--- src/rtl/mem_bus_arbiter_pkg.sv ---
// Shared bus field widths, arbiter state encoding and default error word
// for the native valid/ready memory bus.
package mem_bus_pkg;

  localparam int unsigned ADDR_W = 32;
  localparam int unsigned DATA_W = 32;
  localparam int unsigned STRB_W = 4;

  typedef enum logic {
    IDLE = 1'b0,
    BUSY = 1'b1
  } arb_state_e;

  localparam logic [DATA_W-1:0] ERR_RDATA_DEFAULT = 32'hDEADBEEF;

endpackage

--- src/rtl/mem_bus_arbiter_picker.sv ---
// Combinational request picker: round-robin starting after the last winner,
// or fixed priority (index 0 highest) when PRIORITY_MODE != 0.
module rr_priority_picker #(
  parameter int unsigned NUM_MASTERS   = 2,
  parameter int unsigned PRIORITY_MODE = 0,
  parameter int unsigned ID_W          = 1
) (
  input  logic [NUM_MASTERS-1:0] req_i,
  input  logic [ID_W-1:0]        last_i,
  output logic [NUM_MASTERS-1:0] gnt_o,
  output logic [ID_W-1:0]        idx_o,
  output logic                   any_o
);

  always_comb begin
    int unsigned pos;
    logic [ID_W-1:0] pos_id;
    gnt_o  = '0;
    idx_o  = '0;
    any_o  = 1'b0;
    pos    = 0;
    pos_id = '0;
    // RR scans last+1 .. last+NUM_MASTERS, so the previous winner is checked last.
    for (int unsigned k = 0; k < NUM_MASTERS; k++) begin
      pos    = (PRIORITY_MODE != 0) ? k : (32'(last_i) + 1 + k) % NUM_MASTERS;
      pos_id = ID_W'(pos);
      if (!any_o && req_i[pos_id]) begin
        any_o = 1'b1;
        idx_o = pos_id;
      end
    end
    gnt_o[idx_o] = any_o;
  end

endmodule

--- src/rtl/mem_bus_arbiter.sv ---
// N-master to 1-slave arbiter for the native memory bus with registered
// slave-side request and a per-transaction timeout returning an error word.
module mem_bus_arbiter
  import mem_bus_pkg::*;
#(
  parameter int unsigned       NUM_MASTERS    = 2,
  parameter int unsigned       PRIORITY_MODE  = 0,
  parameter int unsigned       TIMEOUT_CYCLES = 1024,
  parameter logic [DATA_W-1:0] ERR_RDATA      = ERR_RDATA_DEFAULT,
  parameter int unsigned       ID_W           = (NUM_MASTERS > 1) ? $clog2(NUM_MASTERS) : 1
) (
  input  logic                          clk,
  input  logic                          reset,
  input  logic [NUM_MASTERS-1:0]        m_valid,
  input  logic [NUM_MASTERS-1:0]        m_instr,
  input  logic [ADDR_W*NUM_MASTERS-1:0] m_addr,
  input  logic [DATA_W*NUM_MASTERS-1:0] m_wdata,
  input  logic [STRB_W*NUM_MASTERS-1:0] m_wstrb,
  output logic [NUM_MASTERS-1:0]        m_ready,
  output logic [DATA_W*NUM_MASTERS-1:0] m_rdata,
  output logic                          s_valid,
  output logic                          s_instr,
  output logic [ADDR_W-1:0]             s_addr,
  output logic [DATA_W-1:0]             s_wdata,
  output logic [STRB_W-1:0]             s_wstrb,
  input  logic                          s_ready,
  input  logic [DATA_W-1:0]             s_rdata,
  output logic [ID_W-1:0]               grant_id,
  output logic                          busy,
  output logic                          timeout_err
);

  localparam int unsigned CNT_W = (TIMEOUT_CYCLES > 0) ? $clog2(TIMEOUT_CYCLES + 1) : 1;
  localparam logic [CNT_W-1:0] CNT_LAST = (TIMEOUT_CYCLES > 0) ? CNT_W'(TIMEOUT_CYCLES - 1) : '0;
  localparam logic [CNT_W-1:0] CNT_MAX  = '1;
  localparam logic [ID_W-1:0]  LAST_RST = ID_W'(NUM_MASTERS - 1);

  arb_state_e        state_q, state_d;
  logic              s_valid_q, s_valid_d;
  logic              s_instr_q, s_instr_d;
  logic [ADDR_W-1:0] s_addr_q, s_addr_d;
  logic [DATA_W-1:0] s_wdata_q, s_wdata_d;
  logic [STRB_W-1:0] s_wstrb_q, s_wstrb_d;
  logic [ID_W-1:0]   grant_q, grant_d;
  logic [ID_W-1:0]   last_q, last_d;
  logic [CNT_W-1:0]  cnt_q, cnt_d;

  logic [NUM_MASTERS-1:0] pick_gnt;
  logic [ID_W-1:0]        pick_idx;
  logic                   pick_any;

  logic              instr_sel;
  logic [ADDR_W-1:0] addr_sel;
  logic [DATA_W-1:0] wdata_sel;
  logic [STRB_W-1:0] wstrb_sel;

  logic complete;
  logic timeout_hit;
  logic done;

  rr_priority_picker #(
    .NUM_MASTERS  (NUM_MASTERS),
    .PRIORITY_MODE(PRIORITY_MODE),
    .ID_W         (ID_W)
  ) u_picker (
    .req_i (m_valid),
    .last_i(last_q),
    .gnt_o (pick_gnt),
    .idx_o (pick_idx),
    .any_o (pick_any)
  );

  always_comb begin
    instr_sel = 1'b0;
    addr_sel  = '0;
    wdata_sel = '0;
    wstrb_sel = '0;
    for (int unsigned i = 0; i < NUM_MASTERS; i++) begin
      if (pick_gnt[i]) begin
        instr_sel = m_instr[i];
        addr_sel  = m_addr[i*ADDR_W +: ADDR_W];
        wdata_sel = m_wdata[i*DATA_W +: DATA_W];
        wstrb_sel = m_wstrb[i*STRB_W +: STRB_W];
      end
    end
  end

  // Slave completion takes precedence over a timeout landing in the same cycle.
  assign complete    = (state_q == BUSY) && s_ready;
  assign timeout_hit = (state_q == BUSY) && !s_ready && (TIMEOUT_CYCLES != 0) && (cnt_q == CNT_LAST);
  assign done        = complete || timeout_hit;

  always_comb begin
    state_d   = state_q;
    s_valid_d = s_valid_q;
    s_instr_d = s_instr_q;
    s_addr_d  = s_addr_q;
    s_wdata_d = s_wdata_q;
    s_wstrb_d = s_wstrb_q;
    grant_d   = grant_q;
    last_d    = last_q;
    cnt_d     = cnt_q;
    case (state_q)
      IDLE: begin
        if (pick_any) begin
          state_d   = BUSY;
          s_valid_d = 1'b1;
          s_instr_d = instr_sel;
          s_addr_d  = addr_sel;
          s_wdata_d = wdata_sel;
          s_wstrb_d = wstrb_sel;
          grant_d   = pick_idx;
          last_d    = pick_idx;
          cnt_d     = '0;
        end
      end
      BUSY: begin
        if (done) begin
          state_d   = IDLE;
          s_valid_d = 1'b0;
        end else if (cnt_q != CNT_MAX) begin
          cnt_d = cnt_q + 1'b1;
        end
      end
      default: state_d = IDLE;
    endcase
  end

  always_ff @(posedge clk) begin
    if (reset) begin
      state_q   <= IDLE;
      s_valid_q <= 1'b0;
      s_instr_q <= 1'b0;
      s_addr_q  <= '0;
      s_wdata_q <= '0;
      s_wstrb_q <= '0;
      grant_q   <= '0;
      last_q    <= LAST_RST;
      cnt_q     <= '0;
    end else begin
      state_q   <= state_d;
      s_valid_q <= s_valid_d;
      s_instr_q <= s_instr_d;
      s_addr_q  <= s_addr_d;
      s_wdata_q <= s_wdata_d;
      s_wstrb_q <= s_wstrb_d;
      grant_q   <= grant_d;
      last_q    <= last_d;
      cnt_q     <= cnt_d;
    end
  end

  always_comb begin
    m_ready = '0;
    m_rdata = '0;
    for (int unsigned i = 0; i < NUM_MASTERS; i++) begin
      if (done && (grant_q == ID_W'(i))) begin
        m_ready[i]                 = 1'b1;
        m_rdata[i*DATA_W +: DATA_W] = complete ? s_rdata : ERR_RDATA;
      end
    end
  end

  assign s_valid     = s_valid_q;
  assign s_instr     = s_instr_q;
  assign s_addr      = s_addr_q;
  assign s_wdata     = s_wdata_q;
  assign s_wstrb     = s_wstrb_q;
  assign grant_id    = grant_q;
  assign busy        = (state_q == BUSY);
  assign timeout_err = timeout_hit;

endmodule

--- config.mk ---
export PLATFORM = sky130hd
export DESIGN_NAME = mem_bus_arbiter
export DESIGN_NICKNAME = d
export VERILOG_FILES = /design/src/rtl/mem_bus_arbiter_pkg.sv /design/src/rtl/mem_bus_arbiter_picker.sv /design/src/rtl/mem_bus_arbiter.sv
export SDC_FILE = /design/constraint.sdc
export NUM_CORES = 1
export LEC_CHECK = 0
export BUFFER_PORTS_ARGS = -buffer_cell sky130_fd_sc_hd__buf_4
export CELL_PAD_IN_SITES_DETAIL_PLACEMENT = 0
export CELL_PAD_IN_SITES_GLOBAL_PLACEMENT = 1
export CORE_UTILIZATION = 23
export DETAILED_ROUTE_END_ITERATION = 12
export PLACE_DENSITY = 0.86
export SLEW_MARGIN = 20
export SYNTH_ARGS = -nofsm -noshare
export SYNTH_HDL_FRONTEND = slang
export SYNTH_SLANG_ARGS = --single-unit
--- constraint.sdc ---
create_clock -name clk -period 1.91 [get_ports clk]
set_clock_uncertainty 0.15 [all_clocks]
set_input_delay 0.382 -clock clk [delete_from_list [all_inputs] [get_ports clk]]
set_output_delay 0.382 -clock clk [all_outputs]
set_load 0.005 [all_outputs]
==> impl_metrics.env, run 1 <==
export IMPL_crit_path_max_incr_delay_ns=0.34
export IMPL_path_clk_slew_ns=0.07
export IMPL_syn2layout_area_growth_pct=90.84
export IMPL_dp_hpwl_um=11460
export IMPL_slew_violations=0
export IMPL_finish_instance_area_um2=7323
export IMPL_violations="negative setup slack"
export IMPL_rsz0062_at_grt="yes"
export IMPL_grt_pass1_wl_um=24400
export IMPL_routed_wl_um=15860
export IMPL_end_kind="primary output"
export IMPL_arrival_ns=1.80
export IMPL_synth_commonest_cells="nor2_1 (149), dfxtp_1 (84), a222oi_1 (36)"
export IMPL_p_int_mw=3.653
export IMPL_fmax_mhz=428.9
export IMPL_combinationalPowerShare_pct=26.1
export IMPL_viasPerCell=4.855
export IMPL_yosys_register_bits=84
export IMPL_ios=314
export IMPL_netlist_instances=469
export IMPL_worstMarginPinSlew_ns=0.3838
export IMPL_rows=46
export IMPL_path_buf_inv=3
export IMPL_wl_per_cell_um=15.66
export IMPL_cp_start_kind="flip-flop"
export IMPL_p_sw_share_pct=27.68
export IMPL_cts_root_buf="clkbuf_16"
export IMPL_die_x_um=131.2
export IMPL_synth_top_cells_by_area="dfxtp_1 (44%), nor2_1 (15%), a222oi_1 (9.4%), a221oi_1 (7.8%), nor3_1 (4.3%)"
export IMPL_vias=4918
export IMPL_critPathMaxFanout=6
export IMPL_synth_fp_nets=645
export IMPL_antenna_found_initial=0
export IMPL_final_nets=968
export IMPL_place_gp_congestion=0.8882
export IMPL_cp_required_ns=1.38
export IMPL_final_core_util_pct=45.61
export IMPL_synth_most_common_cell="nor2_1"
export IMPL_setup_violations=51
export IMPL_path_class="reg2out"
export IMPL_initial_core_util_pct=23.90
export IMPL_cts_tree="done"
export IMPL_slowest_stage="dfxtp_2"
export IMPL_max_slew_margin_pct=74.41
export IMPL_timing_max_cap_violations=0
export IMPL_detail_route_antenna_nets=0
export IMPL_numCtsBuffers=9
export IMPL_drive_gt1_share_pct=53.20
export IMPL_timing_hold_ws_ns=0.1262
export IMPL_gr_total_overflow=0
export IMPL_post_route_period_util_pct=122.1
export IMPL_ff2ff_setup_slack_ns=0.09
export IMPL_seqPwrFrac_pct=39.2
export IMPL_firstDrtPassIters=6
export IMPL_syn_area_per_cell_um2=8.182
export IMPL_path_delay_family="buffers and inverters"
export IMPL_cts_sinks=84
export IMPL_status="finished, violations left"
export IMPL_die_area_um2=17210
export IMPL_num_antenna_cells=0
export IMPL_p_clk_share_pct=34.7
export IMPL_synth_top_area_share_pct=43.82
export IMPL_powerDensity_nw_per_um2=689.7
export IMPL_synth_top_area_cell="dfxtp_1"
export IMPL_grt_pass1_vias=4849
export IMPL_power_leakage_nw=3.472
export IMPL_clockBufferDepth=2
export IMPL_ys_seq_area_share_pct=43.82
export IMPL_syn_area_um2=3837
export IMPL_finalSetupTns_ns=-19.58
export IMPL_die_height_um=131.2
export IMPL_synth_flop_cell="dfxtp_1"
export IMPL_synthArstFlopShare_pct=0
export IMPL_place_area_um2=6713
export IMPL_p_switching_mw=1.398
export IMPL_grt_max_degree=40
export IMPL_yosysWarnings=0
export IMPL_setup_ws_ns=-0.4214
export IMPL_dr_first_iter_drc_count=351
export IMPL_grt_total_usage_pct=17.39
export IMPL_core_area_um2=16060
export IMPL_finalHoldViolCount=0
export IMPL_h_tree_depth=3
export IMPL_hold_buffers=0
export IMPL_peakVddDrop_uv=467.9
export IMPL_clk_latency_ns=0.34
export IMPL_crit_top_cell="buf_4"
export IMPL_crit_chain="ha_4 > nand3_4 > nor4_4 > buf_4 > o21ai_4 > clkbuf_16 > nor2_2 > buf_4"
export IMPL_min_path_type="in2reg"
export IMPL_synthDistinctLibCells=39
export IMPL_synth_edf_count=0
export IMPL_remaining_drc_errors=0
export IMPL_io_buffers=313
export IMPL_final_period_minus_worst_setup_slack_ns=2.331
-- sequential cells by signal, summed over array words and instances (netlist names) --
register	flops
s_valid	1
s_addr	32
last_q	1
busy	1
s_wstrb	4
s_wdata	32
s_instr	1
cnt_q	11
grant_id	1
-- cell families (layout without fill, tap and decap cells) --
| logic type | after synthesis | in the layout | share of synthesized area [%] |
|---|---|---|---|
| AND/OR/NAND/NOR | 236 | 236 | 28.01 |
| AO/OA/AOI/OAI | 98 | 98 | 22.60 |
| flip-flops | 84 | 84 | 43.82 |
| buffers and inverters | 50 | 378 | 5.249 |
| adder cells (fa/ha/maj) | 1 | 1 | 0.3260 |
-- metal layers --
metal | part of all wire (%) | up-vias | wire length [µm] | track usage (%)
met2 | 51 | 208 | 8122 | 30.85
met1 | 40 | 2305 | 6321 | 19.91
met4 | 1.7 | 0 | 267 | 6.209
met5 | 0 | - | 0 | 0
li1 | - | 2387 | - | -
met3 | 7.2 | 18 | 1147 | 4.630
-- worst paths after layout --
| path | startpoint | to | depth (start not counted) |
|---|---|---|---|
| worst max register to register | cnt_q[3] | cnt_q[7] | 6 |
| worst min register to register | s_wdata[9] | s_wdata[9] | 2 |
| worst min-delay path | m_addr[5] | s_addr[5] | 3 |
| worst max-delay path | cnt_q[0] | m_rdata[23] | 8 |
-- what timing repair did --
| item | CTS | global route |
|---|---|---|
| buffers inserted | 2 | 2 |
| pin swaps | 2 | 10 |
| resized for setup | 12 | 52 |
| gates cloned | 0 | 3 |
| endpoints found under the setup margin | 67 | 61 |
-- power by group through the flow --
stage	Sequential, mW	Combinational, mW	Clock, mW
after floorplan	2.02	0.477	0
after global placement	2.01	1.26	0
after detailed placement	2.01	1.27	0
after CTS	1.98	1.28	1.82
after global routing	2.00	1.44	1.89
final	1.98	1.32	1.75
-- tightest hold or removal path, cell delays in order --
cell and delay [ns]:
buf_4 0.08, a222oi_1 0.05, nor2_1 0.08
-- per-stage QoR --
step | instances | setup slack (ns) | power [mW]
2_1_floorplan | 469 | -0.001879 | 2.495
3_3_place_gp | 991 | -0.02639 | 3.271
3_5_place_dp | 991 | -0.07964 | 3.283
4_1_cts | 1008 | -0.3916 | 5.073
5_1_grt | 1013 | -0.5040 | 5.326
6_report | 1013 | -0.4214 | 5.051
-- final cells by class --
cell class                 instances  area, µm²
clock buffer                      10      229.0
clock inverter                     6      63.81
fill                            1611       8735
inverter                           7      26.28
multi-input combinational        335       2166
sequential                        84       1688
tap                              216      270.3
timing repair buffer             355       2880
-- layout by cell type (no fill, tap or decap), drive strengths merged --
| cell type | count |
|---|---|
| o31ai | 1 |
| and4 | 1 |
| a21oi | 8 |
| clkinvlp | 2 |
| or3 | 1 |
| nor2 | 149 |
| clkinv | 2 |
| a211oi | 1 |
| bufinv | 1 |
| o211a | 1 |
| nand3 | 13 |
| inv | 8 |
| a21boi | 1 |
| a311oi | 1 |
| a31oi | 6 |
| nand2b | 3 |
| nand4 | 2 |
| nor4 | 1 |
| and2 | 10 |
| dfxtp | 84 |
| o31a | 1 |
| and2b | 1 |
| nand2 | 8 |
| a222oi | 36 |
| a221oi | 34 |
| nor3 | 33 |
| o211ai | 4 |
| clkbuf | 13 |
| or4 | 5 |
| ha | 1 |
| buf | 352 |
| and3 | 9 |
| o21ai | 4 |
No activity file was read; power rests on OpenSTA's default activity.
==> run 2, diff against run 1 <==
--- a/config.mk
+++ b/config.mk
@@ -8,10 +8,11 @@
 export BUFFER_PORTS_ARGS = -buffer_cell sky130_fd_sc_hd__buf_4
 export CELL_PAD_IN_SITES_DETAIL_PLACEMENT = 0
 export CELL_PAD_IN_SITES_GLOBAL_PLACEMENT = 1
-export CORE_UTILIZATION = 23
+export CORE_UTILIZATION = 24
 export DETAILED_ROUTE_END_ITERATION = 12
-export PLACE_DENSITY = 0.86
+export PLACE_DENSITY = 0.87
 export SLEW_MARGIN = 20
 export SYNTH_ARGS = -nofsm -noshare
 export SYNTH_HDL_FRONTEND = slang
+export SYNTH_HIERARCHICAL = 1
 export SYNTH_SLANG_ARGS = --single-unit
==> impl_metrics.env, run 2 <==
export IMPL_detail_route_antenna_nets=0
export IMPL_synth_top_cells_by_area="dfxtp_1 (42%), a221oi_1 (14%), nor2_1 (13%), nor3_1 (8.5%), clkbuf_1 (3.1%)"
export IMPL_fill_cells=1594
export IMPL_yosys_register_bits=84
export IMPL_seqCellArea_um2=1692
export IMPL_dr_first_iter_drc_count=191
export IMPL_path_class="reg2out"
export IMPL_yosysWarnings=6
export IMPL_slowest_stage="dfxtp_2"
export IMPL_crit_chain="ha_4 > and3_4 > a41o_4 > buf_12 > nand3_4 > nor2_2 > buf_4"
export IMPL_vias=5205
export IMPL_p_switching_mw=1.490
export IMPL_die_area_um2=17400
export IMPL_io_buffers=313
export IMPL_cts_root_buf="clkbuf_16"
export IMPL_path_clk_slew_ns=0.07
export IMPL_initial_core_util_pct=24.51
export IMPL_finish_instance_area_um2=7805
export IMPL_grt_pass1_wl_um=25920
export IMPL_peakVddDrop_uv=354.8
export IMPL_min_path_type="in2reg"
export IMPL_netlist_instances=511
export IMPL_rows=47
export IMPL_grt_max_degree=43
export IMPL_powerDensity_nw_per_um2=676.1
export IMPL_synth_fp_nets=687
export IMPL_setup_violations=51
export IMPL_syn_area_um2=4050
export IMPL_grt_total_usage_pct=18.76
export IMPL_synth_flop_cell="dfxtp_1"
export IMPL_remaining_drc_errors=0
export IMPL_setup_ws_ns=-0.4240
export IMPL_drive_gt1_share_pct=54.67
export IMPL_top_layer="met4"
export IMPL_worstMarginPinSlew_ns=0.4271
export IMPL_place_gp_congestion=0.8172
export IMPL_layout_commonest_cell="buf_4"
export IMPL_ios=314
export IMPL_worstHoldStart="m_addr[17]"
export IMPL_hold_end="s_addr[17]"
export IMPL_synthDistinctLibCells=44
export IMPL_combinationalPowerShare_pct=28.2
export IMPL_reg2reg_from="busy"
export IMPL_finalHoldViolCount=0
export IMPL_hold_buffers=0
export IMPL_r2r_cells=6
export IMPL_power_mw=5.277
export IMPL_numCtsBuffers=9
export IMPL_firstDrtPassIters=4
export IMPL_finalSetupTns_ns=-19.49
export IMPL_status="finished, violations left"
export IMPL_syn2layout_area_growth_pct=92.71
export IMPL_p_int_mw=3.788
export IMPL_die_height_um=131.9
export IMPL_post_route_period_util_pct=122.2
export IMPL_timing_max_cap_violations=0
export IMPL_multi_input_area_um2=2515
export IMPL_power_leakage_nw=3.677
export IMPL_arrival_ns=1.80
export IMPL_rsz0062_at_grt="yes"
export IMPL_ff2ff_setup_slack_ns=0.08
export IMPL_synth_edf_count=0
export IMPL_violations="negative setup slack"
export IMPL_ys_seq_area_share_pct=41.52
export IMPL_syn_area_per_cell_um2=7.926
export IMPL_dp_hpwl_um=11440
export IMPL_cts_sinks=84
export IMPL_cp_start_kind="flip-flop"
export IMPL_die_x_um=131.9
export IMPL_critPathMaxFanout=7
export IMPL_grt_pass1_vias=4979
export IMPL_cp_required_ns=1.38
export IMPL_wl_per_cell_um=15.83
export IMPL_num_antenna_cells=0
export IMPL_cts_tree="done"
export IMPL_r2r_end="cnt_q[9]"
export IMPL_wirelength_met1_um=6171
export IMPL_h_tree_depth=3
export IMPL_synth_top_area_share_pct=41.52
export IMPL_place_area_um2=6845
export IMPL_p_clk_share_pct=33.9
export IMPL_route_met2_wl_um=8706
export IMPL_slew_violations=0
export IMPL_synthArstFlopShare_pct=0
export IMPL_antenna_found_initial=0
export IMPL_seqPwrFrac_pct=37.9
export IMPL_synth_most_common_cell="nor2_1"
export IMPL_synth_commonest_cells="nor2_1 (145), dfxtp_1 (84), nor3_1 (69)"
export IMPL_dp_slack_ns=-0.1735
export IMPL_final_cell_mix="buf_4 (324), nor2_1 (117), dfxtp_1 (80)"
export IMPL_core_area_um2=16520
export IMPL_crit_path_max_incr_delay_ns=0.36
export IMPL_routed_wl_met3_um=1362
export IMPL_viasPerCell=4.887
export IMPL_synth_top_area_cell="dfxtp_1"
export IMPL_max_slew_margin_pct=71.17
export IMPL_final_nets=1016
export IMPL_end_kind="primary output"
export IMPL_clk_latency_ns=0.34
export IMPL_min_path_cells=3
export IMPL_final_period_minus_worst_setup_slack_ns=2.334
export IMPL_gr_total_overflow=0
export IMPL_p_sw_share_pct=28.23
export IMPL_routed_wl_um=16860
export IMPL_fmax_mhz=428.4
export IMPL_clockBufferDepth=2
-- run 2: how the worst max path moves through the flow --
stage	from	to	slack, ns	depth (start not counted)
after detailed placement	cnt_q[1]	m_rdata[11]	-0.17	6
after CTS	cnt_q[0]	m_rdata[27]	-0.40	8
final	cnt_q[0]	m_rdata[45]	-0.42	7
after global routing	cnt_q[0]	m_rdata[28]	-0.50	8
after global placement	cnt_q[0]	m_rdata[53]	-0.11	6
after floorplan	cnt_q[0]	m_rdata[21]	0.0006	6
-- run 2: cell type report --
| cell class | instances | share of cell area [%] |
|---|---|---|
| multi-input cells | 378 | 32.22 |
| well taps | 220 | 3.527 |
| inverters | 5 | 0.2405 |
| clock buffers | 10 | 3.062 |
| flip-flops and latches | 84 | 21.67 |
| repair buffers | 362 | 38.36 |
| clock inverters | 6 | 0.9138 |
-- run 2: through the flow --
step	util (%)	cells	hold WS, ns
after detailed placement	41.43	1027	0.3374
after CTS	45.79	1061	0.1678
final	47.23	1065	0.1794
after global routing	47.23	1065	0.1798
after floorplan	-	511	0.3068
after global placement	41.43	1027	0.3343
-- run 2: worst max-delay path: cells and delay by family, from the launching register on --
kind / cells / cell delay [ns]
AND/OR/NAND/NOR: 3 / 0.50
adder cells (fa/ha/maj): 1 / 0.14
buffers and inverters: 2 / 0.25
flip-flops: 1 / 0.36
AO/OA/AOI/OAI: 1 / 0.21
-- run 2: cell families after synthesis --
kind of cell | count (synthesis) | synth area share, %
AOI/OAI and AO/OA | 93 | 19.68
xor gates and xnor gates | 4 | 0.8652
adders and majority gates | 1 | 0.3089
buffers and inverters | 55 | 6.302
DFF | 84 | 41.52
and+or+nand+nor | 274 | 31.33
-- run 2: power by group through the flow --
stage | clock [mW] | sequential, mW | combinational (mW)
2_1_floorplan | 0 | 2.04 | 0.543
3_3_place_gp | 0 | 2.02 | 1.35
3_5_place_dp | 0 | 2.03 | 1.36
4_1_cts | 1.86 | 2.00 | 1.47
5_1_grt | 1.92 | 2.02 | 1.61
6_report | 1.79 | 2.00 | 1.49
-- run 2: metal layers --
| layer | track usage, % | vias up |
|---|---|---|
| li1 | - | 2520 |
| met1 | 19.16 | 2414 |
| met3 | 6.151 | 35 |
| met2 | 34.07 | 236 |
| met4 | 9.561 | 0 |
| met5 | 0 | - |
-- run 2: repair_timing --
action                     in CTS  in global routing
setup endpoints to repair      67                 74
buffers inserted                9                  7
cloned                          9                  0
resized for setup              40                 71
pin swaps                      37                 20
==> run 3, diff against run 2 <==
--- a/config.mk
+++ b/config.mk
@@ -8,9 +8,9 @@
 export BUFFER_PORTS_ARGS = -buffer_cell sky130_fd_sc_hd__buf_4
 export CELL_PAD_IN_SITES_DETAIL_PLACEMENT = 0
 export CELL_PAD_IN_SITES_GLOBAL_PLACEMENT = 1
-export CORE_UTILIZATION = 24
+export CORE_UTILIZATION = 26
 export DETAILED_ROUTE_END_ITERATION = 12
-export PLACE_DENSITY = 0.87
+export PLACE_DENSITY = 0.9
 export SLEW_MARGIN = 20
 export SYNTH_ARGS = -nofsm -noshare
 export SYNTH_HDL_FRONTEND = slang
==> constraint.sdc (replaced) <==
create_clock -name clk -period 2.4 [get_ports clk]
set_clock_uncertainty 0.15 [all_clocks]
set_input_delay 0.48 -clock clk [delete_from_list [all_inputs] [get_ports clk]]
set_output_delay 0.48 -clock clk [all_outputs]
set_load 0.005 [all_outputs]
==> impl_metrics.env, run 3 (same netlist as run 2, synthesis figures left out) <==
export IMPL_status="finished, violations left"
export IMPL_violations="negative setup slack"
export IMPL_reg2reg_from="busy"
export IMPL_cp_required_ns=1.77
export IMPL_drive_gt1_share_pct=49.15
export IMPL_numCtsBuffers=9
export IMPL_grt_pass1_vias=4818
export IMPL_finalSetupTns_ns=-0.2866
export IMPL_ff2ff_setup_slack_ns=0.37
export IMPL_min_path_cells=3
export IMPL_timing_max_cap_violations=0
export IMPL_critPathMaxFanout=7
export IMPL_fill_cells=1520
export IMPL_hold_buffers=0
export IMPL_rsz0062_at_grt="yes"
export IMPL_grt_pass1_wl_um=24360
export IMPL_cts_sinks=84
export IMPL_final_period_minus_worst_setup_slack_ns=2.442
export IMPL_finalHoldViolCount=0
export IMPL_clockBufferDepth=2
export IMPL_die_height_um=126.8
export IMPL_viasPerCell=5.001
export IMPL_path_class="reg2out"
export IMPL_final_cell_mix="buf_4 (331), nor2_1 (127), dfxtp_1 (79)"
export IMPL_r2r_cells=5
export IMPL_io_buffers=313
export IMPL_detail_route_antenna_nets=0
export IMPL_slew_violations=0
export IMPL_path_clk_slew_ns=0.06
export IMPL_die_area_um2=16080
export IMPL_place_gp_congestion=0.7846
export IMPL_ios=314
export IMPL_end_kind="primary output"
export IMPL_layout_commonest_cell="buf_4"
export IMPL_cts_tree="done"
export IMPL_cp_start_kind="flip-flop"
export IMPL_power_leakage_nw=3.445
export IMPL_worstMarginPinSlew_ns=0.4432
export IMPL_setup_ws_ns=-0.04174
export IMPL_r2r_end="cnt_q[9]"
export IMPL_final_nets=992
export IMPL_dp_hpwl_um=11070
export IMPL_setup_violations=17
export IMPL_remaining_drc_errors=0
export IMPL_antenna_found_initial=0
export IMPL_die_x_um=126.8
export IMPL_min_path_type="in2reg"
export IMPL_grt_total_usage_pct=19.18
export IMPL_dr_first_iter_drc_count=227
export IMPL_rows=45
export IMPL_post_route_period_util_pct=101.7
export IMPL_cts_root_buf="clkbuf_16"
export IMPL_initial_core_util_pct=26.64
export IMPL_syn2layout_area_growth_pct=78.10
export IMPL_fmax_mhz=409.5
export IMPL_num_antenna_cells=0
export IMPL_grt_max_degree=48
export IMPL_firstDrtPassIters=6
export IMPL_clk_latency_ns=0.34
export IMPL_routed_wl_um=15710
export IMPL_vias=5041
export IMPL_core_area_um2=15200
export IMPL_timing_hold_ws_ns=0.2816
export IMPL_hold_end="s_addr[0]"
export IMPL_peakVddDrop_uv=334.6
export IMPL_worstHoldStart="m_addr[0]"
export IMPL_h_tree_depth=3
export IMPL_gr_total_overflow=0
export IMPL_dp_slack_ns=0.1090
export IMPL_max_slew_margin_pct=70.08
export IMPL_powerDensity_nw_per_um2=580.5
export IMPL_arrival_ns=1.81
export IMPL_wl_per_cell_um=15.58
run 3: layer usage:
layer / GRT usage (%) / vias up / share of wire, %
li1: - / 2474 / -
met5: 0 / - / 0
met1: 20.78 / 2325 / 39
met4: 9.104 / 0 / 2.9
met2: 34.62 / 216 / 51
met3: 5.103 / 26 / 7.5
run 3: worst max path at each step:
stage,endpoint,start,cells past startpoint,slack [ns]
floorplan,m_rdata[21],cnt_q[0],6,0.38
finish,m_rdata[23],cnt_q[1],6,-0.04
detailed placement,m_rdata[21],cnt_q[0],6,0.11
global route,m_rdata[21],cnt_q[1],6,-0.1
global placement,m_rdata[25],cnt_q[0],6,0.15
CTS,m_rdata[25],cnt_q[1],6,-0.02
run 3: final cells by class:
class,instances,area (µm²),area share [%]
Clock buffer,10,239.0,3.313
Clock inverter,5,85.08,1.180
Inverter,5,18.77,0.2602
Multi-Input combinational cell,379,2342,32.47
Sequential cell,84,1688,23.40
Tap cell,188,235.2,3.261
Timing Repair Buffer,337,2605,36.11
run 3: what timing repair did:
item / 4_1_cts / 5_1_grt
pin swaps: 13 / 8
buffers inserted: 4 / 1
endpoints found under the setup margin: 51 / 47
gates cloned: 7 / 0
resized for setup: 22 / 16
run 3: report_power, final:
group | internal, mW | switching, mW
combinational | 0.589 | 0.497
sequential | 1.52 | 0.0698
clock | 0.939 | 0.572
run 3: per-stage QoR:
stage / instances / util, % / power (mW) / cell area, µm²
CTS: 1007 / 47.10 / 4.251 / 7161
floorplan: 511 / - / 2.054 / 4050
global route: 1008 / 47.45 / 4.408 / 7213
global placement: 981 / 43.71 / 2.672 / 6645
finish: 1008 / 47.45 / 4.187 / 7213
detailed placement: 981 / 43.71 / 2.682 / 6645
run 3: worst max-delay path, cell delays in order, from the launching register on:
cell	delay (ns)
dfxtp_2	0.36
ha_4	0.13
and3_4	0.20
a41o_4	0.32
nand3b_4	0.19
nor2_1	0.14
buf_4	0.12
